<file path="src/rtl/adc_pkg.sv">
// ----------------------------------------------------------------------------
// adc_pkg
// Shared definitions for the ADC capture controller:
//   - adc_state_e : controller state encoding (IDLE / WARMUP / RUN)
//   - div_of      : system-clock to ADC-clock division ratio
//   - div_legal   : DIV must be an exact, even ratio of at least 2
// ----------------------------------------------------------------------------
package adc_pkg;

   typedef enum logic [1:0] {
      ST_IDLE   = 2'd0,
      ST_WARMUP = 2'd1,
      ST_RUN    = 2'd2
   } adc_state_e;

   function automatic int div_of(input int clk_mhz, input int adc_mhz);
      return (adc_mhz > 0) ? (clk_mhz / adc_mhz) : 0;
   endfunction

   function automatic bit div_legal(input int clk_mhz, input int adc_mhz);
      int d;
      if (adc_mhz <= 0) return 1'b0;
      d = clk_mhz / adc_mhz;
      return ((clk_mhz % adc_mhz) == 0) && (d >= 2) && ((d % 2) == 0);
   endfunction

endpackage

</file>
<file path="src/rtl/adc_clk_div.sv">
// ----------------------------------------------------------------------------
// adc_clk_div
// Divides clk_PSRAM by DIV to produce the ADC conversion clock and a one-cycle
// tick on the last cycle of the low phase (just before adc_clk rises).
// Ports:
//   clk_PSRAM : system clock
//   rst       : synchronous active-high reset
//   active    : divider is running this cycle (controller not idle)
//   en_nx     : divider will be running next cycle
//   adc_clk   : registered ADC clock, high while div_cnt < DIV/2
//   tick      : div_cnt == DIV-1 while active
// ----------------------------------------------------------------------------
module adc_clk_div #(
   parameter int DIV = 10
) (
   input  logic clk_PSRAM,
   input  logic rst,
   input  logic active,
   input  logic en_nx,
   output logic adc_clk,
   output logic tick
);

   localparam int CW = $clog2(DIV);

   logic [CW-1:0] div_cnt;
   logic [CW-1:0] cnt_nx;

   // The first active cycle always starts at 0, so counting restarts cleanly
   // on every enable.
   always_comb begin
      cnt_nx = '0;
      if (active && (div_cnt != CW'(DIV - 1)))
         cnt_nx = div_cnt + 1'b1;
   end

   // adc_clk is registered from the next count so it lines up with div_cnt
   // in the same cycle and stays glitch-free.
   always_ff @(posedge clk_PSRAM) begin
      if (rst) begin
         div_cnt <= '0;
         adc_clk <= 1'b0;
      end else if (en_nx) begin
         div_cnt <= cnt_nx;
         adc_clk <= (cnt_nx < CW'(DIV / 2));
      end else begin
         div_cnt <= '0;
         adc_clk <= 1'b0;
      end
   end

   assign tick = active && (div_cnt == CW'(DIV - 1));

endmodule

</file>
<file path="src/rtl/adc_capture_ctrl.sv">
// ----------------------------------------------------------------------------
// adc_capture_ctrl
// Drives the ADC conversion clock, discards PIPE_DELAY pipeline-latency
// samples after each enable, captures adc_out/adc_OTR on each tick and
// optionally box-car averages 2^AVG_LOG2 samples. Results are offered through
// a single holding register with a valid/ready handshake.
// Ports:
//   clk_PSRAM, rst          : clock, synchronous active-high reset
//   adc_enable, avg_en      : run request, averaging mode (latched at start)
//   adc_out, adc_OTR        : ADC parallel data and out-of-range flag
//   adc_clk                 : generated ADC conversion clock
//   sample_valid/ready/data : output handshake and sample (or average)
//   sample_otr              : OTR seen in any contributing sample
//   overrun                 : sticky, a result was dropped
//   otr_count               : saturating count of captured OTR samples
//   stat_clr                : clears overrun and otr_count
//   busy                    : controller not idle
// ----------------------------------------------------------------------------
module adc_capture_ctrl
   import adc_pkg::*;
#(
   parameter int CLK        = 60,
   parameter int ADC_FREQ   = 6,
   parameter int DATA_W     = 12,
   parameter int PIPE_DELAY = 8,
   parameter int AVG_LOG2   = 2,
   parameter int OTR_CNT_W  = 16
) (
   input  logic                 clk_PSRAM,
   input  logic                 rst,
   input  logic                 adc_enable,
   input  logic                 avg_en,
   input  logic [DATA_W-1:0]    adc_out,
   input  logic                 adc_OTR,
   output logic                 adc_clk,
   output logic                 sample_valid,
   input  logic                 sample_ready,
   output logic [DATA_W-1:0]    sample_data,
   output logic                 sample_otr,
   output logic                 overrun,
   output logic [OTR_CNT_W-1:0] otr_count,
   input  logic                 stat_clr,
   output logic                 busy
);

   localparam int DIV      = div_of(CLK, ADC_FREQ);
   localparam int ACC_W    = DATA_W + AVG_LOG2;
   localparam int WC_W     = (AVG_LOG2 > 0) ? AVG_LOG2 : 1;
   localparam int WIN_LAST = (1 << AVG_LOG2) - 1;
   localparam int DC_W     = (PIPE_DELAY > 0) ? $clog2(PIPE_DELAY + 1) : 1;

   if (!div_legal(CLK, ADC_FREQ)) begin : g_div_check
      $error("adc_capture_ctrl: CLK/ADC_FREQ must be an exact even ratio >= 2");
   end

   function automatic logic [DATA_W-1:0] avg_trunc(input logic [ACC_W-1:0] s);
      return s[ACC_W-1:AVG_LOG2];
   endfunction

   function automatic logic [OTR_CNT_W-1:0] sat_inc(input logic [OTR_CNT_W-1:0] c);
      return (&c) ? c : c + 1'b1;
   endfunction

   adc_state_e        state, state_nx;
   logic [DC_W-1:0]   disc_cnt;
   logic              avg_q;
   logic [ACC_W-1:0]  acc;
   logic [WC_W-1:0]   win_cnt;
   logic              win_otr;
   logic              tick, active, en_nx, start, run_tick;

   assign active   = (state != ST_IDLE);
   assign en_nx    = (state_nx != ST_IDLE);
   assign start    = (state == ST_IDLE) && adc_enable;
   assign run_tick = tick && (state == ST_RUN);
   assign busy     = active;

   adc_clk_div #(.DIV(DIV)) u_div (
      .clk_PSRAM (clk_PSRAM),
      .rst       (rst),
      .active    (active),
      .en_nx     (en_nx),
      .adc_clk   (adc_clk),
      .tick      (tick)
   );

   always_ff @(posedge clk_PSRAM) begin
      if (rst) state <= ST_IDLE;
      else     state <= state_nx;
   end

   // With PIPE_DELAY=0 WARMUP lasts one cycle, which is always before the
   // first tick, so that tick is captured in RUN.
   always_comb begin
      state_nx = state;
      unique case (state)
         ST_IDLE:   if (adc_enable) state_nx = ST_WARMUP;
         ST_WARMUP: begin
            if (!adc_enable)
               state_nx = ST_IDLE;
            else if ((PIPE_DELAY == 0) || (tick && disc_cnt == DC_W'(PIPE_DELAY - 1)))
               state_nx = ST_RUN;
         end
         ST_RUN:    if (!adc_enable) state_nx = ST_IDLE;
         default:   state_nx = ST_IDLE;
      endcase
   end

   always_ff @(posedge clk_PSRAM) begin
      if (rst) begin
         disc_cnt <= '0;
         avg_q    <= 1'b0;
      end else if (start) begin
         disc_cnt <= '0;
         avg_q    <= avg_en;
      end else if (tick && state == ST_WARMUP) begin
         disc_cnt <= disc_cnt + 1'b1;
      end
   end

   // ---- stage 0: tick capture / window accumulation ----
   logic [ACC_W-1:0]  sum;
   logic              win_end;
   logic              res_vld;
   logic [DATA_W-1:0] res_data;
   logic              res_otr;

   always_comb begin
      sum      = acc + ACC_W'(adc_out);
      win_end  = (win_cnt == WC_W'(WIN_LAST));
      res_vld  = 1'b0;
      res_data = adc_out;
      res_otr  = adc_OTR;
      if (run_tick) begin
         if (!avg_q) begin
            res_vld = 1'b1;
         end else if (win_end) begin
            res_vld  = 1'b1;
            res_data = avg_trunc(sum);
            res_otr  = win_otr | adc_OTR;
         end
      end
   end

   // Leaving RUN/WARMUP (or starting) throws away any partial window.
   always_ff @(posedge clk_PSRAM) begin
      if (rst || start || !en_nx) begin
         acc     <= '0;
         win_cnt <= '0;
         win_otr <= 1'b0;
      end else if (run_tick && avg_q) begin
         if (win_end) begin
            acc     <= '0;
            win_cnt <= '0;
            win_otr <= 1'b0;
         end else begin
            acc     <= sum;
            win_cnt <= win_cnt + 1'b1;
            win_otr <= win_otr | adc_OTR;
         end
      end
   end

   // ---- stage 1: holding register and statistics ----
   logic take;
   assign take = !sample_valid || sample_ready;

   always_ff @(posedge clk_PSRAM) begin
      if (rst) begin
         sample_valid <= 1'b0;
         sample_data  <= '0;
         sample_otr   <= 1'b0;
         overrun      <= 1'b0;
         otr_count    <= '0;
      end else begin
         if (res_vld && take) begin
            sample_valid <= 1'b1;
            sample_data  <= res_data;
            sample_otr   <= res_otr;
         end else if (sample_valid && sample_ready) begin
            sample_valid <= 1'b0;
         end

         if (stat_clr)
            overrun <= 1'b0;
         else if (res_vld && !take)
            overrun <= 1'b1;

         if (stat_clr)
            otr_count <= '0;
         else if (run_tick && adc_OTR)
            otr_count <= sat_inc(otr_count);
      end
   end

endmodule

</file>
<file path="config.mk">
export PLATFORM = sky130hd
export DESIGN_NAME = adc_capture_ctrl
export DESIGN_NICKNAME = d
export VERILOG_FILES = /design/src/rtl/adc_pkg.sv /design/src/rtl/adc_clk_div.sv /design/src/rtl/adc_capture_ctrl.sv
export SDC_FILE = /design/constraint.sdc
export NUM_CORES = 1
export LEC_CHECK = 0
export ABC_AREA = 1
export CAP_MARGIN = 25
export CELL_PAD_IN_SITES_DETAIL_PLACEMENT = 0
export CELL_PAD_IN_SITES_GLOBAL_PLACEMENT = 1
export CORE_MARGIN = 2
export CORE_UTILIZATION = 39
export CTS_CLUSTER_DIAMETER = 40
export DETAILED_ROUTE_END_ITERATION = 16
export GPL_TIMING_DRIVEN = 1
export PLACE_DENSITY_LB_ADDON = 0.1
export REMOVE_ABC_BUFFERS = 1
export SKIP_CTS_REPAIR_TIMING = 1
export SLEW_MARGIN = 20
export SYNTH_ARGS = -nofsm -noshare
export SYNTH_HDL_FRONTEND = slang
export SYNTH_SLANG_ARGS = --single-unit
export TNS_END_PERCENT = 1
</file>
<file path="constraint.sdc">
create_clock -name clk_PSRAM -period 2.3 [get_ports clk_PSRAM]
set_input_delay 0.345 -clock clk_PSRAM [delete_from_list [all_inputs] [get_ports clk_PSRAM]]
set_output_delay 0.345 -clock clk_PSRAM [all_outputs]
set_load 0.05 [all_outputs]
</file>
# == Yosys cells after proc, flatten, opt, wreduce, memory -nomap -nowiden ==
# Index checks and enable logic that the tools add are counted.
# word_totals
word_cells,74
output_inout_bits,33
inputBits,19
register_bits,60
# op_classes
n_eq_ne,6
n_addsub,5
n_bitwise,3
magnitude_cmp,1
muxes,20
n_reduce_logical,26
# ops
op,n
two-way mux 12 bit,3
"adder 16 x 1 -> 16 bit, second input constant",1
AND reduction 16 bit,1
adder 14 x 12 -> 14 bit,1
two-way mux 14 bit,1
logical AND 1 bit,11
two-way mux 2 bit,5
two-way mux 1 bit,9
"adder 4 x 1 -> 4 bit, second input constant",2
case mux 2 bit (3 select lines),1
nonzero test 2 bit,3
OR reduction 2 bit,3
"== test 2 bit, second input constant",2
"== test 4 x 3 -> 1 bit, second input constant",1
"== test 4 bit, second input constant",1
"less-than comparator 4 x 3 -> 1 bit, second input constant",1
two-way mux 4 bit,1
"inequality test 4 bit, second input constant",1
logical NOT 1 bit,3
logical OR 1 bit,3
"adder 2 x 1 -> 2 bit, second input constant",1
"== test 2 x 1 -> 1 bit, second input constant",1
logical NOT 2 bit,1
NOT 1 bit,2
2 further kinds,2

# == Logic depth before layout (Yosys ltp) ==
# Gate-level depths: netlist of run 1.
# logic_depth
ltp_word,9
mapped_depth,13
ltp_nobuf,13

# == Cells and area by module ==
# A second synthesis of run 1 with hierarchy kept.
# hier_totals
hier_cells,523
hier_area_um2,3503.4
# modules_own_cells
module,seq_area_each_um2,instances,area_per_inst_um2,cells_per_inst
adc_capture_ctrl,1101.1,1,3235.6,490
adc_clk_div,100.1,1,267.8,33

# == Worst setup path before layout of run 1 ==
# Ideal clock, no wire load.
# synth_path
path_type,register to register
from,register otr_count[0]
to,register otr_count[12]
n_path_buf,1
slack_ns,0.294
setup_ns,0.132
t_required_ns,2.168
stages_incl_launch_ff,10
synth_period_minus_slack_ns,2.006
arrival_time_ns,1.874
path_cell_list,dfxtp_1 -> ha_1 -> nand3_1 -> nor3_2 -> nand3_1 -> nand2_2 -> inv_2 -> buf_6 -> nand2_1 -> a21oi_1
# synth_between
elab_chain_len,3
elab_cells_between_ends,4
classes_between,add/sub (1); bitwise (1); reduce/logical (2)
# synth_lines
item,line_no,source
from (decl),adc_capture_ctrl.sv:41,"output logic [OTR_CNT_W-1:0] otr_count,"
from (signal assigned),adc_capture_ctrl.sv:192,otr_count <= sat_inc(otr_count);
branches (longest 3 deep; another with adder 16 x 1 -> 16 bit),-,
# Several ways; the timed one is not identified.
# A chain may end at the register's enable or synchronous reset.

# == Worst setup path in the final report of run 1 ==
# layout_path
from,register state[1]
to,output busy
# layout_between
elab_chain_len,1
# layout_lines
item,line_no,source
from (decl),adc_capture_ctrl.sv:64,"adc_state_e state, state_nx;"
from (signal assigned),adc_capture_ctrl.sv:89,else state <= state_nx;
nonzero test 2 bit,adc_capture_ctrl.sv:72,assign active = (state != ST_IDLE);
to (decl),adc_capture_ctrl.sv:43,output logic busy
# Every way passes these cells.

==> results.toml, run 1 <==
[timing]
finalSetupViolations = 0
tns_ns = 0
fin_crit_sh_pct = 92.94
fmax_mhz = 467.8
layout_setup_ws_ns = 0.1624
hold_slack_ns = 0.4509
rsz0062_at_grt = "false"
skew_ns = 0.009620
drv_slew = 0
hold_violations = 0
worst_pin_slew_ns = 0.6503
finalCriticalPeriod_ns = 2.138
max_slew_margin_pct = 56.32

[flow_run]
cap_viol_max_count = 0

[min_path]
hold_path_class = "register to register"

[critical_path]
r2r_start = "u_div.div_cnt[0]"
crit_path_top_delay_cell = "clkdlybuf4s50_1"
rr_worst_depth = 9
max_stage_delay_ns = 0.82
end_kind = "output pin"
path_depth = 3
worstSetupPathType = "register to output pin"
critPathBufInv = 2
cp.arrival_ns = 1.79
crit_path_end = "busy"
reg2reg_slack_ns = 0.32
startpoint = "state[1]"
cp-start-kind = "register"
r2r_end = "sample_data[3]"
cp_top_family = "buffers and inverters"
crit_required_ns = 1.96
crit_fanout = 6
crit_chain = "nor2_1 -> inv_1 -> clkdlybuf4s50_1"

[detailed_routing]
wire_per_inst_um = 13.79
via_count = 3495
dr.pass1.iters = 5
drt-vias-per-instance = 4.979
drtIter0Drc = 161
antenna_left = 0
drc = 0
wirelength_um = 9678

[global_route]
grt_usage_pct = 20.31
grt_pass1_wl_um = 15750
antenna_found_initial = 0
grt_pass1_vias = 3198
overflow = 0
grt_max_degree = 19

[logic_synthesis]
yosysTopAreaCell = "dfxtp_1"
yosys.area.top_type_share_pct = 33.92
yosys-top-cells-area = "dfxtp_1, nand2_1, a21oi_1"
yosysWarnings = 0
synth_area_per_cell_um2 = 6.668
netlist_instances = 531
ys_ff_latch = 60
synth_top_family_by_area = "simple AND/OR/NAND/NOR gates"
yosys.area_share.xor_xnor_pct = 4.205
synth_area_mm2 = 0.003541
yosys.area_share.simple_pct = 31.94
synth_compound_area_share_pct = 12.65
ys_seq_area_share_pct = 33.92
synth_fa_ha_area_share_pct = 6.572
synthMuxAreaShare_pct = 0
ys_types = 33

[floorplan]
pin_count = 52
die_w_um = 99.29
dieArea_mm2 = 0.009858
coreArea_mm2 = 0.008763
fp.dieH_um = 99.29
initial_utilization_pct = 40.41
rows = 34

[final_layout]
final_nets = 627
multi_input_area_mm2 = 0.001961
final_util_pct = 50.03
final_cell_area_mm2 = 0.004384
drive_gt1_share_pct = 6.229
nFillCells = 918
diodes = 0
seq_area_mm2 = 0.001201
area_growth_pct = 23.82
final_common_cell = "nand2_1"
layout.cells.most_common_list = "nand2_1, inv_1, dfxtp_1"

[place]
io_buffers = 51
pre_cts_slack_ns = -0.03599
post-dp-hpwl_um = 7083
place_congestion = 0.8863
dpl-instance-area_mm2 = 0.004160

[clock_tree]
cts.sinks = 60
numCtsBuffers = 9
clk_latency_ns = 0.35
cts_tree = "built"
cts_htree_levels = 3
cts_root_buf = "clkbuf_8"
cts_buffer_depth = 2
clk_pin_slew_worst_paths_ns = 0.07

[power]
powerDensity_mw_per_mm2 = 520.2
power.leakage_nw = 1.845
peakVddDrop_uv = 302.1

[run_status]
outcome = "completed"
-- cell families (layout without fill, tap and decap cells) --
kind of cell / after synthesis / count (layout)
buffers and inverters: 89 / 152
AND/OR/NAND/NOR: 261 / 261
AO/OA/AOI/OAI: 86 / 86
adder cells (fa/ha/maj): 18 / 18
XOR/XNOR: 17 / 17
flip-flops: 60 / 60
-- synthesized netlist by cell type, drive strengths merged --
cell,n
nand2,142
inv,78
dfxtp,60
a21oi,58
nor2,50
nand3,46
o21ai,20
ha,17
nor3,14
xor2,11
buf,8
xnor2,6
nand4,4
clkbuf,3
a211oi,2
o21a,2
or2,2
a21boi,1
a31oi,1
and2,1
fa,1
nand3b,1
nor3b,1
o211ai,1
o22ai,1
-- flip-flops by register name, summed over array words and instances (netlist names), 2 cells and up --
register	count
acc	14
win_cnt	2
state	2
sample_data	12
otr_count	16
disc_cnt	4
u_div.div_cnt	4
-- worst min path at each step --
stage / start / endpoint / slack [ns] / depth (start not counted)
after CTS: overrun / overrun / 0.45 / 2
final: overrun / overrun / 0.45 / 2
after floorplan: rst / sample_valid / 0.41 / 1
after global placement: overrun / overrun / 0.44 / 2
after detailed placement: overrun / overrun / 0.44 / 2
after global routing: overrun / overrun / 0.49 / 2
-- layer usage --
metal	wire length (um)	GRT usage, %
met5	0	0
met4	176	9.273
met3	482	3.443
met2	4235	30.15
met1	4783	28.78
-- worst min-delay path, delay by kind of cell, from the launching register on --
family                 cells  cell delay (ns)
flip-flops                 1             0.31
buffers and inverters      1             0.05
AO/OA/AOI/OAI              1             0.05
-- area by class of cell --
class,count,share of cell area (%)
Tap cell,108,3.082
Multi-Input combinational cell,382,44.72
Sequential cell,60,27.40
Clock inverter,4,1.655
Inverter,78,6.678
Clock buffer,11,3.453
Timing Repair Buffer,59,13.01
-- where the power goes --
| part | leakage [nW] | internal, W | switching, W |
|---|---|---|---|
| clock network | 0.111 | 0.000662 | 0.000443 |
| registers | 0.484 | 0.00104 | 0.00000339 |
| logic | 1.25 | 0.0000544 | 0.0000765 |
| total | 1.85 | 0.00176 | 0.000523 |
-- metrics by stage --
| stage | power (W) | cells |
|---|---|---|
| floorplan | 0.001136 | 520 |
| global placement | 0.001201 | 687 |
| detailed placement | 0.001200 | 687 |
| CTS | 0.002309 | 702 |
| global route | 0.002360 | 702 |
| finish | 0.002281 | 702 |
(Power assumes the default switching activity.)
==> run 2, diff against run 1 <==
--- a/config.mk
+++ b/config.mk
@@ -9,11 +9,12 @@
 export CAP_MARGIN = 25
 export CELL_PAD_IN_SITES_DETAIL_PLACEMENT = 0
 export CELL_PAD_IN_SITES_GLOBAL_PLACEMENT = 1
+export CORE_ASPECT_RATIO = 2
 export CORE_MARGIN = 2
 export CORE_UTILIZATION = 39
 export CTS_CLUSTER_DIAMETER = 40
 export DETAILED_ROUTE_END_ITERATION = 16
-export GPL_TIMING_DRIVEN = 1
+export GPL_TIMING_DRIVEN = 0
 export PLACE_DENSITY_LB_ADDON = 0.1
 export REMOVE_ABC_BUFFERS = 1
 export SKIP_CTS_REPAIR_TIMING = 1
==> run 2 against run 1 <==
  * Die area increased by 0.46%
  * First-iteration DRC count rose by 36%
  * Cell count shrank 1.9%
  * Clock-buffer cell count is 1 higher
  * Non-clock buffer count shrank 8
  * Final area rose by 0.91%
  * Clock skew shrank 0.0011 ns
  * Power increased by 16%
  * Hold slack better by 0.0055 ns
  * Largest cell class unchanged
  * Highest routed layer unchanged
==> results.toml, run 2 (synthesized netlist as in run 1, its figures left out) <==
[run_status]
outcome = "completed"

[timing]
fmax_mhz = 469.8
finalSetupViolations = 0
worst_pin_slew_ns = 0.6413
finalCriticalPeriod_ns = 2.129
fin_crit_sh_pct = 92.55
skew_ns = 0.008486
hold_violations = 0
rsz0062_at_grt = "false"
max_slew_margin_pct = 56.92
drv_slew = 0

[critical_path]
cp-start-kind = "register"
r2r_end = "sample_data[11]"
worstSetupPathType = "register to output pin"
reg2reg_slack_ns = 0.26
crit_path_end = "busy"
r2r_start = "u_div.div_cnt[0]"
crit_required_ns = 1.96
cp.arrival_ns = 1.78
max_stage_delay_ns = 0.82
crit_path_top_delay_cell = "clkdlybuf4s50_1"
startpoint = "state[1]"
crit_chain = "nor2_1 -> inv_1 -> clkdlybuf4s50_1"
end_kind = "output pin"
crit_fanout = 6
rr_worst_depth = 10

[clock_tree]
cts_tree = "built"
cts.sinks = 60
cts_root_buf = "clkbuf_16"
cts_buffer_depth = 2
clk_pin_slew_worst_paths_ns = 0.05
cts_htree_levels = 3
numCtsBuffers = 9
clk_latency_ns = 0.34

[final_layout]
final_util_pct = 49.77
regMostFlops = "otr_count"
layout.cells.most_common_list = "nand2_1, inv_1, dfxtp_1"
drive_gt1_share_pct = 5.451
final_cell_area_mm2 = 0.004424
reg_top3 = "otr_count (16), acc (14), sample_data (12)"
final_nets = 619
largest_reg_flops = 16
final_common_cell = "nand2_1"
diodes = 0
nFillCells = 933
area_growth_pct = 24.95

[global_route]
grt_usage_pct = 20.00
antenna_found_initial = 0
grt_pass1_wl_um = 15700
grt_max_degree = 20
grt_pass1_vias = 3350
overflow = 0

[detailed_routing]
drtIter0Drc = 219
wl_met2_um = 4893
dr.pass1.iters = 5
wire_per_inst_um = 13.65
antenna_left = 0
highest_layer = "met4"
via_count = 3488
drc = 0
drt-vias-per-instance = 5.062
wirelength_um = 9402
wl_met1_um = 3839
met3_length_um = 343

[floorplan]
fp.dieH_um = 138.8
rows = 49
dieArea_mm2 = 0.009903
initial_utilization_pct = 39.83
coreArea_mm2 = 0.008890
pin_count = 52
die_w_um = 71.38

[min_path]
hold_path_class = "register to register"

[power]
peakVddDrop_uv = 417.4
power.leakage_nw = 1.851
powerDensity_mw_per_mm2 = 596.1

[place]
place_congestion = 0.9012
io_buffers = 51
dpl-instance-area_mm2 = 0.004093
post-dp-hpwl_um = 7027

[flow_run]
cap_viol_max_count = 0
## run 2: cell count changes in the layout (fill, tap and decap cells not counted), moves of 2 or more
cell / before / now
clkbuf_8: 11 / 1
clkbuf_16: 0 / 9
buf_4: 8 / 0
clkbuf_1: 0 / 2
## run 2: cell type report
cell class / count / area (um^2) / area share (%)
multi-input combinational: 382 / 1971 / 44.54
sequential: 60 / 1201 / 27.15
timing repair buffer: 51 / 510.5 / 11.54
inverter: 78 / 295.3 / 6.674
clock buffer: 12 / 246.5 / 5.571
tap: 102 / 127.6 / 2.885
clock inverter: 4 / 72.57 / 1.640
## run 2: stage by stage
step / hold WS [ns] / cells / setup slack, ns / TNS (ns) / total power [W]
6_report: 0.4564 / 689 / 0.1713 / 0 / 0.002637
5_1_grt: 0.4776 / 689 / 0.01992 / 0 / 0.002715
4_1_cts: 0.4622 / 689 / 0.1009 / 0 / 0.002660
3_5_place_dp: 0.4522 / 673 / -0.2167 / -1.240 / 0.001197
3_3_place_gp: 0.4446 / 673 / -0.1762 / -0.9658 / 0.001197
2_1_floorplan: 0.4141 / 520 / 0.2179 / 0 / 0.001136
## run 2: worst min path at each step
stage | end | cells past startpoint | startpoint
after floorplan | sample_valid | 1 | rst
after global placement | overrun | 2 | overrun
after detailed placement | overrun | 2 | overrun
after CTS | overrun | 2 | overrun
after global routing | overrun | 2 | overrun
final | overrun | 2 | overrun
## run 2: where the power goes
part,internal (W),switching (W)
clock,0.000976,0.000486
combinational,0.0000522,0.0000752
sequential,0.00104,0.00000365
total,0.00207,0.000565
## run 2: layer usage
metal / vias up / GRT usage (%)
met5: - / 0
met4: 0 / 9.633
met3: 21 / 4.506
met2: 85 / 35.14
met1: 1575 / 22.02
li1: 1807 / -
## run 2: worst max-delay path, delay by kind of cell (launching register included)
kind / cells / cell delay (ns)
buf+inv: 2 / 0.94
flops: 1 / 0.41
simple gates: 1 / 0.09
